### src/rtl/ram_port_arbiter.sv
// rtl/ram_port_arbiter.sv - single-port byte RAM shared by loader, fetch and data through a locked-burst arbiter
module ram_port_arbiter #(
   parameter int WIDTH   = 8,
   parameter int RAMSIZE = 64,
   parameter int ADDRW   = 6
) (
   input  logic                 clk,
   input  logic                 reset,
   input  logic [2:0]           req,
   input  logic [2:0]           we,
   input  logic [3*ADDRW-1:0]   addr,
   input  logic [5:0]           len,
   input  logic [3*WIDTH-1:0]   wdata,
   output logic [2:0]           gnt,
   output logic [2:0]           rvalid,
   output logic [WIDTH-1:0]     rdata,
   output logic [2:0]           done,
   output logic                 busy
);

   typedef enum logic {IDLE, BURST} state_t;

   state_t              state;
   logic [1:0]          sel;      // index of the requester that owns the current burst
   logic [1:0]          count;    // beat number within the burst
   logic [1:0]          len_l;    // latched beats-minus-one
   logic                we_l;     // latched direction
   logic [ADDRW-1:0]    base;     // latched base address
   logic                ptr;      // 0: fetch preferred over data, 1: data preferred
   logic [ADDRW-1:0]    cur;
   logic [2:0]          eff;
   logic                any;
   logic [1:0]          win;

   logic [WIDTH-1:0]    mem [RAMSIZE];

   // Winner selection: a requester finishing this cycle is masked so others get a turn
   always_comb begin
      eff = req & ~done;
      any = |eff;
      win = 2'd0;
      if (eff[0])
         win = 2'd0;
      else if (eff[1] && eff[2])
         win = ptr ? 2'd2 : 2'd1;
      else if (eff[1])
         win = 2'd1;
      else if (eff[2])
         win = 2'd2;
   end

   // Beat address wraps at the top of memory because the carry is dropped
   always_comb begin
      cur = base + ADDRW'(count);
   end

   // RAM write port; contents survive reset so the loader owns initialisation
   always_ff @(posedge clk) begin
      if (state == BURST && we_l)
         mem[cur] <= wdata[sel*WIDTH +: WIDTH];
   end

   // Arbitration and burst sequencing with all outputs registered
   always_ff @(posedge clk or posedge reset) begin
      if (reset) begin
         state  <= IDLE;
         gnt    <= 3'b000;
         rvalid <= 3'b000;
         done   <= 3'b000;
         rdata  <= '0;
         busy   <= 1'b0;
         count  <= 2'd0;
         ptr    <= 1'b0;
         sel    <= 2'd0;
         we_l   <= 1'b0;
         base   <= '0;
         len_l  <= 2'd0;
      end else begin
         case (state)
            IDLE: begin
               rvalid <= 3'b000;
               done   <= 3'b000;
               if (any) begin
                  sel   <= win;
                  we_l  <= we[win];
                  base  <= addr[win*ADDRW +: ADDRW];
                  len_l <= len[win*2 +: 2];
                  count <= 2'd0;
                  gnt   <= 3'b001 << win;
                  busy  <= 1'b1;
                  state <= BURST;
                  if (win == 2'd1)
                     ptr <= 1'b1;
                  else if (win == 2'd2)
                     ptr <= 1'b0;
               end
            end
            BURST: begin
               if (we_l) begin
                  rvalid <= 3'b000;
               end else begin
                  rvalid <= 3'b001 << sel;
                  rdata  <= mem[cur];
               end
               if (count == len_l) begin
                  gnt   <= 3'b000;
                  done  <= 3'b001 << sel;
                  busy  <= 1'b0;
                  state <= IDLE;
               end else begin
                  count <= count + 2'd1;
                  done  <= 3'b000;
               end
            end
            default: state <= IDLE;
         endcase
      end
   end

endmodule

### config.mk
export PLATFORM = sky130hd
export DESIGN_NAME = ram_port_arbiter
export DESIGN_NICKNAME = d
export VERILOG_FILES = /design/src/rtl/ram_port_arbiter.sv
export SDC_FILE = /design/constraint.sdc
export NUM_CORES = 1
export LEC_CHECK = 0
export ABC_CLOCK_PERIOD_IN_PS = 6100
export CAP_MARGIN = 20
export CORE_UTILIZATION = 50
export DETAILED_ROUTE_END_ITERATION = 6
export PLACE_DENSITY = 0.67
export SETUP_SLACK_MARGIN = 0.2
export SYNTH_ARGS = -nofsm -noshare
export SYNTH_HDL_FRONTEND = slang
export SYNTH_SLANG_ARGS = --single-unit
export TNS_END_PERCENT = 50
### constraint.sdc
create_clock -name clk -period 6.1 [get_ports clk]
set_clock_uncertainty 0.15 [all_clocks]
set_input_delay 0.915 -clock clk [delete_from_list [all_inputs] [get_ports clk]]
set_output_delay 0.915 -clock clk [all_outputs]
set_load 0.05 [all_outputs]
### After elaboration in Yosys (flattened, before gate mapping)

Memory sizes are Yosys's and may differ from the RTL's. A register that Yosys moved wholly into a read port is not among the register bits.
Cells that the tools add are included.

* register bits after elaboration: 25
* memory bits (writable): 512
* output and inout port bits: 18
* logic and storage cells: 67
* memories kept: 1

Memory list
* mem: depth 64, bits a word 8, rd ports 1, clocked after memory_dff 1, write ports 1, line 35 `logic [WIDTH-1:0] mem [RAMSIZE];`

* $add $sub $neg: 2
* multiply operators: 1
* $lt $le $gt $ge: 1
* equal/unequal tests: 6
* shift operators: 5
* multiplexer cells: 27
* bitwise operators: 4
* reductions and logical operators: 9

Operators with widths (count)
* $shiftx 24x6->8: 1
* $pmux 3 s2: 3
* $shiftx 18x6->6: 1
* $mux 2: 7
* $mux 3: 4
* $mux 1: 9
* $reduce_and 2->1: 4
* $add 6x2->6: 1
* $shiftx 6x4->2: 1
* $shl 1x2->3 const A: 2
* $mul 2x2->4 const B: 1
* $ne 2x2->1 const B: 2
* $pmux 1 s2: 2
* $pmux 2 s2: 1
* $and 3x3->3: 1
* $lt 2x3->1 const B: 1
* $not 3->3: 1
* $reduce_and 3->1: 1
* $reduce_or 3->1: 1
* $add 2x1->2 const B: 1
* $bmux 1 s2: 1
* $eq 2x1->1 const B: 1
* $eq 2x2->1: 1
* $eq 2x2->1 const B: 1
* 4 further kinds: 6

### Logic depth before layout (Yosys ltp)

* word-level depth: 9
* depth in mapped cells: 12
* mapped depth without buffers: 8

### Worst setup path after synthesis

No wires, ideal clock.

* path kind: input port to flip-flop
* from: input wdata[8]
* to: memory mem[0][0], data pin
* arrival: 3.516 ns
* required time: 5.248 ns
* slack: 1.732 ns
* cell stages on the path: 2
* buffers on the path: 0
* cell sequence: mux2i_1 > o21ai_0

* word-level cells in the longest chain between the ends: 1

Ends and longest elaborated chain
* from (decl): line 13 `input logic [3*WIDTH-1:0] wdata,`
* $shiftx 24x6->8: line 60 `mem[cur] <= wdata[sel*WIDTH +: WIDTH];`
* to (decl): line 35

Every way passes these cells.

### Worst setup path in the final report

* from: register count[0]
* to: register rdata[6], read port of mem

* word-level cells in the longest chain between the ends: 1

Ends and longest elaborated chain
* from (decl): line 25 `logic [1:0] count;`
* from (signal assigned): line 111 `count <= count + 2'd1;`
* $add 6x2->6: line 54 `cur = base + ADDRW'(count);`
* to (decl): line 16 `output logic [WIDTH-1:0] rdata,`

Every way passes these cells.
A chain may end at the register's enable or synchronous reset.

==> impl_metrics.toml <==
[worst_setup_path]
start_kind = "flop"
critPathKind = "flop to flop"
end_kind = "flop"
cp.arrival_ns = 4.87
required_ns = 6.43
cp_max_fo = 56

[drt]
first_pass_iters = 6
wl_met2_um = 22800
wl_um = 49500
met3_wirelength_um = 4170
wl_met1_um = 21400
drtIter0Drc = 1352
highest_layer = "met4"
ant_nets = 0
route.vias.total = 11500
vias_per_cell = 6.02
wl_per_cell_um = 25.9
drc_errors = 0

[layout]
antenna_cells = 0
layout-drive-gt1-share_pct = 16.4
nets = 1343
syn_to_final_growth_pct = 14.0
nFillCells = 3275
design_area_sq_mm = 0.0250

[floorplanning]
dieHeight_um = 211
core_sq_mm = 0.0432
dieArea_sq_mm = 0.0447
die_x_um = 211
row_count = 76
io_pins = 74
start_util_pct = 50.7

[sta]
setup_viol = 0
fin_crit_sh_pct = 74.4
relSlewSlack_pct = 25.1
hold_viol = 0
finalCriticalPeriod_ns = 4.54
timing.setup.tns_ns = 0
fmax_ghz = 0.220
report.final.slew_viol_count = 0
rsz0062_at_grt = "false"
worstMarginPinSlew_ns = 1.12

[clocking]
htreeDepth = 2
cts_hold_buf = 0
clock_path_buffers = 3
cts_root_buf = "clkbuf_16"
clock_latency_ns = 0.61
clkTransAtPathRegs_ns = 0.06
cts_tree = "done"
cts_buffers = 53
post-cts-setup-buffers = 0
cts_sinks = 545
ctsResizeCount = 0

[logic_synthesis]
synth_edf_count = 512
synthFlopType = "edfxtp_1"
ys_seq_elements = 545
syn_nets = 1267
synth_warnings = 0
syn_inst = 1205
avgSynthCellArea_sq_um = 18.2
yosysSeqAreaShare_pct = 73.9
syn-cell-area_sq_mm = 0.0219
synthArstFlopShare_pct = 6.06
synth_cell_types = 54

[grt]
groute.usage.overall_pct = 22.9
grt_pass1_vias = 11300
grt_pass1_wl_um = 74200
antenna_found_initial = 0
grt_max_degree = 118
overflow = 0

[outcome]
status = "complete, no violations"

[power_and_ir_drop]
powerDensity_mw_per_mm2 = 602
vdd_drop_max_mv = 0.675
leakage_nw = 8.05

[job]
drv_cap = 0

[place]
place_congestion = 0.843
placed_area_sq_mm = 0.0233
port-buffer-count = 73
dp_hpwl_um = 29900

[hold_path]
hold_path_class = "flop to flop"
## through the flow
step / worst slack (ns) / std cells / hold WS [ns] / util, % / power, mW
after CTS: 1.65 / 1907 / 0.347 / 57.9 / 15.1
after global placement: 1.59 / 1810 / 0.311 / 54.0 / 11.9
after global routing: 1.49 / 1907 / 0.377 / 57.9 / 15.7
after detailed placement: 1.65 / 1811 / 0.332 / 54.1 / 12.0
final: 1.56 / 1907 / 0.342 / 57.9 / 15.0
after floorplan: 1.73 / 1205 / 0.304 / - / 9.87
## state kept, by name, summed over array words and instances, names as in the netlist
name and flops:
gnt 3, mem 512, ptr 1, rdata 8
len_l 2, sel 2, busy 1, we_l 1
base 6, state 1, rvalid 3, done 3
count 2
## layer usage
metal / GRT usage, % / vias to the layer above
li1: - / 4996
met1: 33.9 / 5866
met2: 35.0 / 531
met3: 4.69 / 81
met4: 5.65 / 0
met5: 0 / -
## Yosys cell counts (12+ instances only)
library cell / count / area share, %
edfxtp_1: 512 / 70
mux2i_1: 66 / 3.0
nand3_1: 13 / 0.30
nand2_1: 104 / 1.8
nor2_1: 87 / 1.5
a32oi_1: 18 / 0.72
o221ai_1: 12 / 0.48
buf_2: 24 / 0.55
clkbuf_1: 32 / 0.55
o21ai_0: 45 / 1.0
a21oi_1: 18 / 0.41
mux4_2: 106 / 11
dfrtp_1: 33 / 3.8
## cells in the final DEF (no fill, tap or decap), types with 4 or more instances in the layout
master	n
nand3_1	13
dfrtp_1	33
o32a_1	7
inv_1	6
mux2i_1	66
o21ai_0	37
o21ai_1	5
nor2b_1	9
and3_1	4
edfxtp_1	512
mux4_2	106
a21o_1	5
nand2_1	104
mux2_2	7
o221ai_1	12
o211ai_1	4
clkbuf_1	14
clkbuf_16	53
bufinv_16	4
a32oi_1	18
ha_1	4
a211oi_1	4
clkdlybuf4s50_1	73
o2111ai_1	4
nand2b_1	9
clkinv_1	14
clkinv_2	7
nor2_1	87
a21oi_1	18
o21ai_4	8
o22ai_1	6
a22o_1	8
buf_4	15
## layout make-up
| class | count | area (sq um) | area share, % |
|---|---|---|---|
| clock buffers | 67 | 1380 | 5.52 |
| clock inverters | 29 | 262 | 1.05 |
| inverters | 7 | 26.3 | 0.105 |
| multi-input cells | 583 | 5490 | 22.0 |
| flip-flops and latches | 545 | 16200 | 64.8 |
| well taps | 585 | 732 | 2.93 |
| repair buffers | 91 | 898 | 3.60 |
## worst max-delay path, stage by stage, from the launching register on
cell and delay [ns]:
dfrtp_1 0.49, ha_4 0.24, fa_4 1.31, and2_1 0.99, a32oi_1 0.24, o21ai_0 0.27
o221ai_1 0.28, o32a_1 0.44
## power breakdown
part / switching, mW / leakage [nW] / internal, mW / total [mW]
clock: 1.36 / 0.797 / 1.77 / 3.13
combinational: 4.13 / 2.23 / 2.60 / 6.73
sequential: 0.228 / 5.02 / 4.95 / 5.18
total: 5.71 / 8.05 / 9.32 / 15.0
## kinds of logic (layout without fill, tap and decap cells)
logic type | Yosys count | count (layout) | synth area share (%)
compound gates | 152 | 152 | 4.85
xor+xnor | 4 | 4 | 0.194
fa+ha+maj | 6 | 6 | 0.377
buf+inv | 77 | 194 | 1.66
flops | 545 | 545 | 73.9
mux | 179 | 179 | 14.3
simple gates | 242 | 242 | 4.70
## worst paths after layout
check	from	end	slack, ns	depth (start not counted)
max in group asynchronous	reset	state	4.89	3
min in group asynchronous	reset	rdata[3]	0.57	3
worst max-delay path	count[0]	rdata[6]	1.56	7
worst max register to register	count[0]	rdata[6]	1.56	7
worst min-delay path	busy	busy	0.34	2
worst min register to register	busy	busy	0.34	2
Note: power is estimated with default switching activity, not from simulation.
